==> config.mk <==
export PLATFORM = sky130hd
export DESIGN_NAME = irq_controller_flat
export DESIGN_NICKNAME = d
export VERILOG_FILES = /design/src/rtl/irq_controller_if.sv /design/src/rtl/irq_controller.sv /design/src/flat_wrapper.sv
export SDC_FILE = /design/constraint.sdc
export NUM_CORES = 1
export LEC_CHECK = 0
export CAP_MARGIN = 20
export CORE_MARGIN = 2
export CORE_UTILIZATION = 35
export CTS_BUF_LIST = sky130_fd_sc_hd__clkbuf_2 sky130_fd_sc_hd__clkbuf_4 sky130_fd_sc_hd__clkbuf_8
export CTS_CLUSTER_SIZE = 8
export DETAILED_ROUTE_END_ITERATION = 8
export GPL_TIMING_DRIVEN = 0
export PLACE_DENSITY = 0.62
export RECOVER_POWER = 50
export SLEW_MARGIN = 20
export SYNTH_ARGS = -nofsm -noshare
export SYNTH_HDL_FRONTEND = slang
export SYNTH_SLANG_ARGS = --single-unit
==> constraint.sdc <==
create_clock -name clk -period 44.5 [get_ports clk]
set_input_delay 13.35 -clock clk [delete_from_list [all_inputs] [get_ports clk]]
set_output_delay 13.35 -clock clk [all_outputs]
set_load 0.005 [all_outputs]
==> src/rtl/irq_controller_if.sv <==
// CPU-side bus and interrupt handshake bundle for irq_controller.
// master = CPU, slave = interrupt controller.
interface irq_controller_if;
   logic [23:0] address_in;
   logic [7:0]  data_in;
   logic [1:0]  bus_status;
   logic        write;
   logic        read;
   logic        iack;
   logic [7:0]  data_out;
   logic        data_oe;
   logic        irq_req;
   logic [1:0]  irq_level;
   logic [3:0]  irq_vector;

   modport master (
      output address_in, data_in, bus_status, write, read, iack,
      input  data_out, data_oe, irq_req, irq_level, irq_vector
   );

   modport slave (
      input  address_in, data_in, bus_status, write, read, iack,
      output data_out, data_oe, irq_req, irq_level, irq_vector
   );
endinterface

==> src/rtl/irq_controller.sv <==
// 16-source interrupt controller for the s1c88 bus: synchronised edge capture,
// per-source enables, per-group priorities, and an iack handshake.
module irq_controller #(
   parameter logic [23:0] BASE_ADDR   = 24'h002020,
   parameter int          SYNC_STAGES = 2
) (
   input  logic            clk,
   input  logic            reset,
   irq_controller_if.slave bus,
   input  logic [15:0]     irq_src
);

   typedef enum logic {IDLE, ACK} state_t;

   localparam int                ARM_W    = $clog2(SYNC_STAGES + 2);
   localparam logic [ARM_W-1:0]  ARM_DONE = ARM_W'(SYNC_STAGES + 1);

   logic [SYNC_STAGES-1:0][15:0] sync_p;
   logic [15:0]                  prev_p;
   logic [ARM_W-1:0]             arm_cnt;
   logic                         armed;
   logic [15:0]                  pri;
   logic [15:0]                  ena;
   logic [15:0]                  flag;
   state_t                       state;
   logic                         iack_q;
   logic [3:0]                   vec_hold;
   logic [7:0]                   rd_data;
   logic                         rd_vld;

   logic                         sel;
   logic [3:0]                   off;
   logic                         wr_en;
   logic                         rd_en;
   logic                         ack_start;
   logic [15:0]                  rise;
   logic [15:0]                  w1c;
   logic [15:0]                  ack_clr;
   logic [1:0]                   win_lvl;
   logic [3:0]                   win_idx;
   logic [1:0]                   lvl;

   function automatic logic [1:0] group_pri(input logic [15:0] pri_all, input int src);
      return pri_all[2*(src/2) +: 2];
   endfunction

   function automatic logic [7:0] reg_read(input logic [3:0] o, input logic [15:0] p,
                                           input logic [15:0] e, input logic [15:0] f);
      case (o)
         4'd0:    return p[7:0];
         4'd1:    return p[15:8];
         4'd2:    return e[7:0];
         4'd3:    return e[15:8];
         4'd4:    return f[7:0];
         4'd5:    return f[15:8];
         default: return 8'hFF;
      endcase
   endfunction

   assign sel       = (bus.address_in[23:4] == BASE_ADDR[23:4]);
   assign off       = bus.address_in[3:0];
   assign wr_en     = bus.write && (bus.bus_status == 2'd2) && sel;
   assign rd_en     = bus.read  && (bus.bus_status == 2'd3) && sel;
   assign ack_start = (state == IDLE) && bus.iack && !iack_q;

   // Edges are suppressed until the sync chain and prev flop hold real samples,
   // so a source already high at reset release is not mistaken for a new edge.
   assign armed = (arm_cnt == ARM_DONE);
   assign rise  = sync_p[SYNC_STAGES-1] & ~prev_p & {16{armed}};

   always_comb begin
      w1c = '0;
      if (wr_en && off == 4'd4) w1c[7:0]  = bus.data_in;
      if (wr_en && off == 4'd5) w1c[15:8] = bus.data_in;
   end

   // Strict greater-than keeps the lowest index on equal priority.
   always_comb begin
      win_lvl = '0;
      win_idx = '0;
      lvl     = '0;
      for (int i = 0; i < 16; i++) begin
         lvl = group_pri(pri, i);
         if (flag[i] && ena[i] && lvl > win_lvl) begin
            win_lvl = lvl;
            win_idx = 4'(i);
         end
      end
   end

   assign ack_clr = (ack_start && win_lvl != 2'd0) ? (16'd1 << win_idx) : '0;

   always_ff @(posedge clk or negedge reset) begin
      if (!reset) begin
         sync_p   <= '0;
         prev_p   <= '0;
         arm_cnt  <= '0;
         pri      <= '0;
         ena      <= '0;
         flag     <= '0;
         state    <= IDLE;
         iack_q   <= 1'b0;
         vec_hold <= '0;
         rd_data  <= '0;
         rd_vld   <= 1'b0;
      end else begin
         sync_p <= {sync_p[SYNC_STAGES-2:0], irq_src};
         prev_p <= sync_p[SYNC_STAGES-1];
         if (!armed) arm_cnt <= arm_cnt + ARM_W'(1);

         if (wr_en) begin
            case (off)
               4'd0:    pri[7:0]  <= bus.data_in;
               4'd1:    pri[15:8] <= bus.data_in;
               4'd2:    ena[7:0]  <= bus.data_in;
               4'd3:    ena[15:8] <= bus.data_in;
               default: ;
            endcase
         end

         // A new edge overrides any clear of the same bit.
         flag   <= (flag & ~w1c & ~ack_clr) | rise;
         iack_q <= bus.iack;

         case (state)
            IDLE: if (ack_start) begin
               state    <= ACK;
               vec_hold <= win_idx;
            end
            ACK:  if (!bus.iack) state <= IDLE;
            default: state <= IDLE;
         endcase

         rd_vld <= rd_en;
         if (rd_en) rd_data <= reg_read(off, pri, ena, flag);
      end
   end

   assign bus.data_out   = rd_data;
   assign bus.data_oe    = rd_vld;
   assign bus.irq_req    = (win_lvl != 2'd0);
   assign bus.irq_level  = win_lvl;
   assign bus.irq_vector = (state == ACK) ? vec_hold : win_idx;

endmodule

==> src/flat_wrapper.sv <==
// flat-port wrapper written by rule: the top's interface ports become plain ports
module irq_controller_flat 
#(
   parameter logic [23:0] BASE_ADDR   = 24'h002020,
   parameter int          SYNC_STAGES = 2
)
  (clk, reset, irq_src, bus_address_in, bus_data_in, bus_bus_status, bus_write, bus_read, bus_iack, bus_data_out, bus_data_oe, bus_irq_req, bus_irq_level, bus_irq_vector);
  irq_controller_if bus_i ();
  input  logic clk;
  input  logic reset;
  input  logic [15:0] irq_src;
  input wire logic [$bits(bus_i.address_in)-1:0] bus_address_in;
  input wire logic [$bits(bus_i.data_in)-1:0] bus_data_in;
  input wire logic [$bits(bus_i.bus_status)-1:0] bus_bus_status;
  input wire logic [$bits(bus_i.write)-1:0] bus_write;
  input wire logic [$bits(bus_i.read)-1:0] bus_read;
  input wire logic [$bits(bus_i.iack)-1:0] bus_iack;
  output wire logic [$bits(bus_i.data_out)-1:0] bus_data_out;
  output wire logic [$bits(bus_i.data_oe)-1:0] bus_data_oe;
  output wire logic [$bits(bus_i.irq_req)-1:0] bus_irq_req;
  output wire logic [$bits(bus_i.irq_level)-1:0] bus_irq_level;
  output wire logic [$bits(bus_i.irq_vector)-1:0] bus_irq_vector;
  assign bus_i.address_in = bus_address_in;
  assign bus_i.data_in = bus_data_in;
  assign bus_i.bus_status = bus_bus_status;
  assign bus_i.write = bus_write;
  assign bus_i.read = bus_read;
  assign bus_i.iack = bus_iack;
  assign bus_data_out = bus_i.data_out;
  assign bus_data_oe = bus_i.data_oe;
  assign bus_irq_req = bus_i.irq_req;
  assign bus_irq_level = bus_i.irq_level;
  assign bus_irq_vector = bus_i.irq_vector;
  irq_controller #(.BASE_ADDR(BASE_ADDR), .SYNC_STAGES(SYNC_STAGES)) u_core (.clk(clk), .reset(reset), .bus(bus_i), .irq_src(irq_src));
endmodule
==> impl_results.md <==
* Iteration-0 DRC Markers at 461
* Initial antenna violation count at 0
* Detail Route Antenna Nets at 0
* Worst r2r src: u_core.ena[1]$_DFFE_PN0P_
* Final worst slack at 9.559 ns
* Primary FF master, synth: dfrtp_1
* Crit path largest cell delay at 0.68 ns
* Worst hold slack at 0.3471 ns
* Yosys cell types at 70
* DR WL/cell at 18.97 microns
* Clk buf depth at 2
* Synth Instances at 581
* DRC Markers at 0
* Finished Core Util at 44.45%
* DR vias at around 5k
* Max Clock Skew at 0.01040 ns
* Slew margin rel. at -101.7%
* IO buf count at 70
* GR Overflow Total at 0
* Yosys warns at 0
* Syn Area/Cell at 10.22 sq um
* Die Y at 134.3 microns
* Failing checks: max-capacitance violations, max-slew violations
* Die Footprint at 0.01802 sq mm
* Worst-path fanout max at 9
* Vias in the first global route at 5075
* Slew Limit Fails at 116
* Ranking of synthesized cells by area: dfrtp_1, mux2_2, nand2_1, ha_1, a21oi_1
* CTS root buffer: clkbuf_8
* Gpl congestion at 0.9497
* Crit start category: flip-flop
* Maximum ir drop on the vdd rail at 0.00002164 V
* Leading area contributor after synthesis: dfrtp_1
* Hold_sp: u_core.sync_p[12]$_DFF_PN0_
* Worst slack, placed at between 10 and 15 ns
* Area share of the largest cell type after synthesis at 47.62%
* P&R area growth vs syn at 24.13%
* Syn Nets at about 650
* WS Path Type: reg -> out
* Most frequent CP cell: ha_1
* Hold-fix buffers at CTS at 0
* Post_cts resized at 0
* # rows at 47
* Crit path from: u_core.ena[1]$_DFFE_PN0P_
* Clock slew at reported path FFs at 0.07 ns
* Overall routing resource usage at 19.65%
* I/O pin cnt at 71
* Final Hold Fails at 0
* Fmax at 0.02862 GHz
* Ant diodes at 0
* Yosys reg bits at 113
* Die X at about 130 microns
* Inserted Clock Buffers at 17
* Static Leak at about 3.2 nW
* Fin crit share at 78.52%
* Post-layout net count at 744
* Final min period at approximately 35 ns
* Most common cell in the synthesized netlist: dfrtp_1
* Critical Path End Type: output port
* Outcome: complete, but fails checks
* EDFF count, synth at 0
* Layout filler cell count at 1567
* Vias per std cell at 5.669
* Layout cell share with drive strength beyond 1 at 11.99%
* Synth cell count leaders: dfrtp_1, nand2_1, a21oi_1
* Total Negative Setup Slacks at 0 ns
* Core box area at 0.01658 sq mm
* Cell Area, Synth at roughly 0.0059 sq mm
* RSZ-0062 raised after global routing: no
* Ys async rst share at 100.0%
* Sequential-to-total area share from yosys stat at 47.62%
* Slowest library cell on the worst path: nor4bb_1
* Clock sinks at 113
* Final setup violation count at 0
* Dpl hpwl at 12880 microns
* Post-Route WL at 17150 microns
* Hold crit path type: reg -> reg
* Largest net degree at the start of global routing at slightly above 60
* PD cells at 31.29 mW/mm^2
* TritonRoute pass-1 iters at 6
* Worst EP required at 31.15 ns
* Slew @ Worst Pin at a little over 3 ns
* Clock Latency Late Sink at 0.43 ns
* Starting Density at between 30% and 40%
* CTS tree: done
* Setup Fix Bufs, Post-CTS at 0
* Maxcap violations at 2
* H-tree levels at 4
* First-pass GRT wire length at between 20000 and 30000 microns
* WP data arrival at 21.59 ns
per-stage QoR:
| step | power [W] | std cells | cell area (sq um) |
|---|---|---|---|
| 2_1_floorplan | 0.0001123 | 581 | 5938 |
| 3_3_place_gp | 0.0001221 | 871 | 6914 |
| 3_5_place_dp | 0.0001228 | 872 | 6943 |
| 4_1_cts | 0.0002341 | 903 | 7397 |
| 5_1_grt | 0.0002402 | 904 | 7371 |
| 6_report | 0.0002307 | 904 | 7371 |
worst max-delay path: cells and delay by family, from the launching register on:
family | cells | cell delay, ns
compound gates | 35 | 6.99
fa+ha+maj | 16 | 4.56
simple gates | 32 | 8.32
mux | 1 | 0.20
buf+inv | 3 | 0.63
flops | 1 | 0.42
report_power, final:
| group | internal [W] | switching, W | leakage [nW] |
|---|---|---|---|
| registers | 0.000105 | 0.000000795 | 1.33 |
| logic | 0.00000649 | 0.00000766 | 1.61 |
| clock network | 0.0000682 | 0.0000424 | 0.229 |
| total | 0.000180 | 0.0000508 | 3.17 |
final cells by class:
cell class / count / area [sq um] / area share (%)
Multi-Input combinational cell: 428 / 2953 / 40.06
Sequential cell: 113 / 2828 / 38.36
Timing Repair Buffer: 72 / 703.2 / 9.540
Clock buffer: 23 / 304.0 / 4.125
Tap cell: 220 / 275.3 / 3.735
Clock inverter: 8 / 150.1 / 2.037
Buffer: 24 / 97.59 / 1.324
Inverter: 16 / 60.06 / 0.8148
sequential cells by signal, summed over array words and instances (netlist names):
register and flops:
u_core.sync_p 32, u_core.ena 16, u_core.flag 16, u_core.prev_p 16
u_core.pri 16, u_core.bus.data_out 8, u_core.vec_hold 4, u_core.arm_cnt 2
u_core.bus.data_oe 1, u_core.iack_q 1, u_core.state 1
per-layer routing:
metal | vias to the layer above | wire length, microns | global-route usage, %
met5 | - | 0 | 0
met4 | 0 | 595 | 8.830
met3 | 46 | 1379 | 5.064
met2 | 234 | 8054 | 30.90
met1 | 2486 | 7115 | 25.54
li1 | 2359 | - | -
kinds of logic (layout without fill, tap and decap cells):
group | Yosys count | count (layout) | synth area share [%]
AO/OA/AOI/OAI | 176 | 176 | 20.54
buffers and inverters | 40 | 143 | 2.655
adder cells (fa/ha/maj) | 19 | 19 | 3.919
AND/OR/NAND/NOR | 192 | 192 | 17.55
multiplexers | 40 | 40 | 7.564
XOR/XNOR | 1 | 1 | 0.1475
flip-flops | 113 | 113 | 47.62
path summary, 6_finish.rpt:
| path | end | slack (ns) | cells past startpoint |
|---|---|---|---|
| min in group asynchronous | u_core.sync_p[14]$_DFF_PN0_ | 13.86 | 1 |
| min reg2reg | u_core.sync_p[28]$_DFF_PN0_ | 0.35 | 0 |
| max reg2reg | u_core.flag[1]$_DFF_PN0_ | 23.11 | 88 |
| max | bus_irq_vector[0] | 9.56 | 87 |
| min | u_core.sync_p[28]$_DFF_PN0_ | 0.35 | 0 |
| max in group asynchronous | u_core.sync_p[5]$_DFF_PN0_ | 26.68 | 2 |
placed cells by master (no fill, tap or decap), types with 10 or more instances in the layout:
cell type        Yosys  layout
dfrtp_1            113     113
nand2_1             69      69
clkdlybuf4s50_1      0      52
a21oi_1             39      39
o21ai_0             38      38
mux2_2              35      35
nor2_1              28      28
clkbuf_1            23      25
clkbuf_8             0      21
ha_1                17      17
dlygate4sd3_1        0      17
a22o_1              15      15
inv_1               15      15
nand3_1             14      14
nor2b_1             12      12
nor4bb_1            10      10
Note: power is estimated with default switching activity, not from simulation.
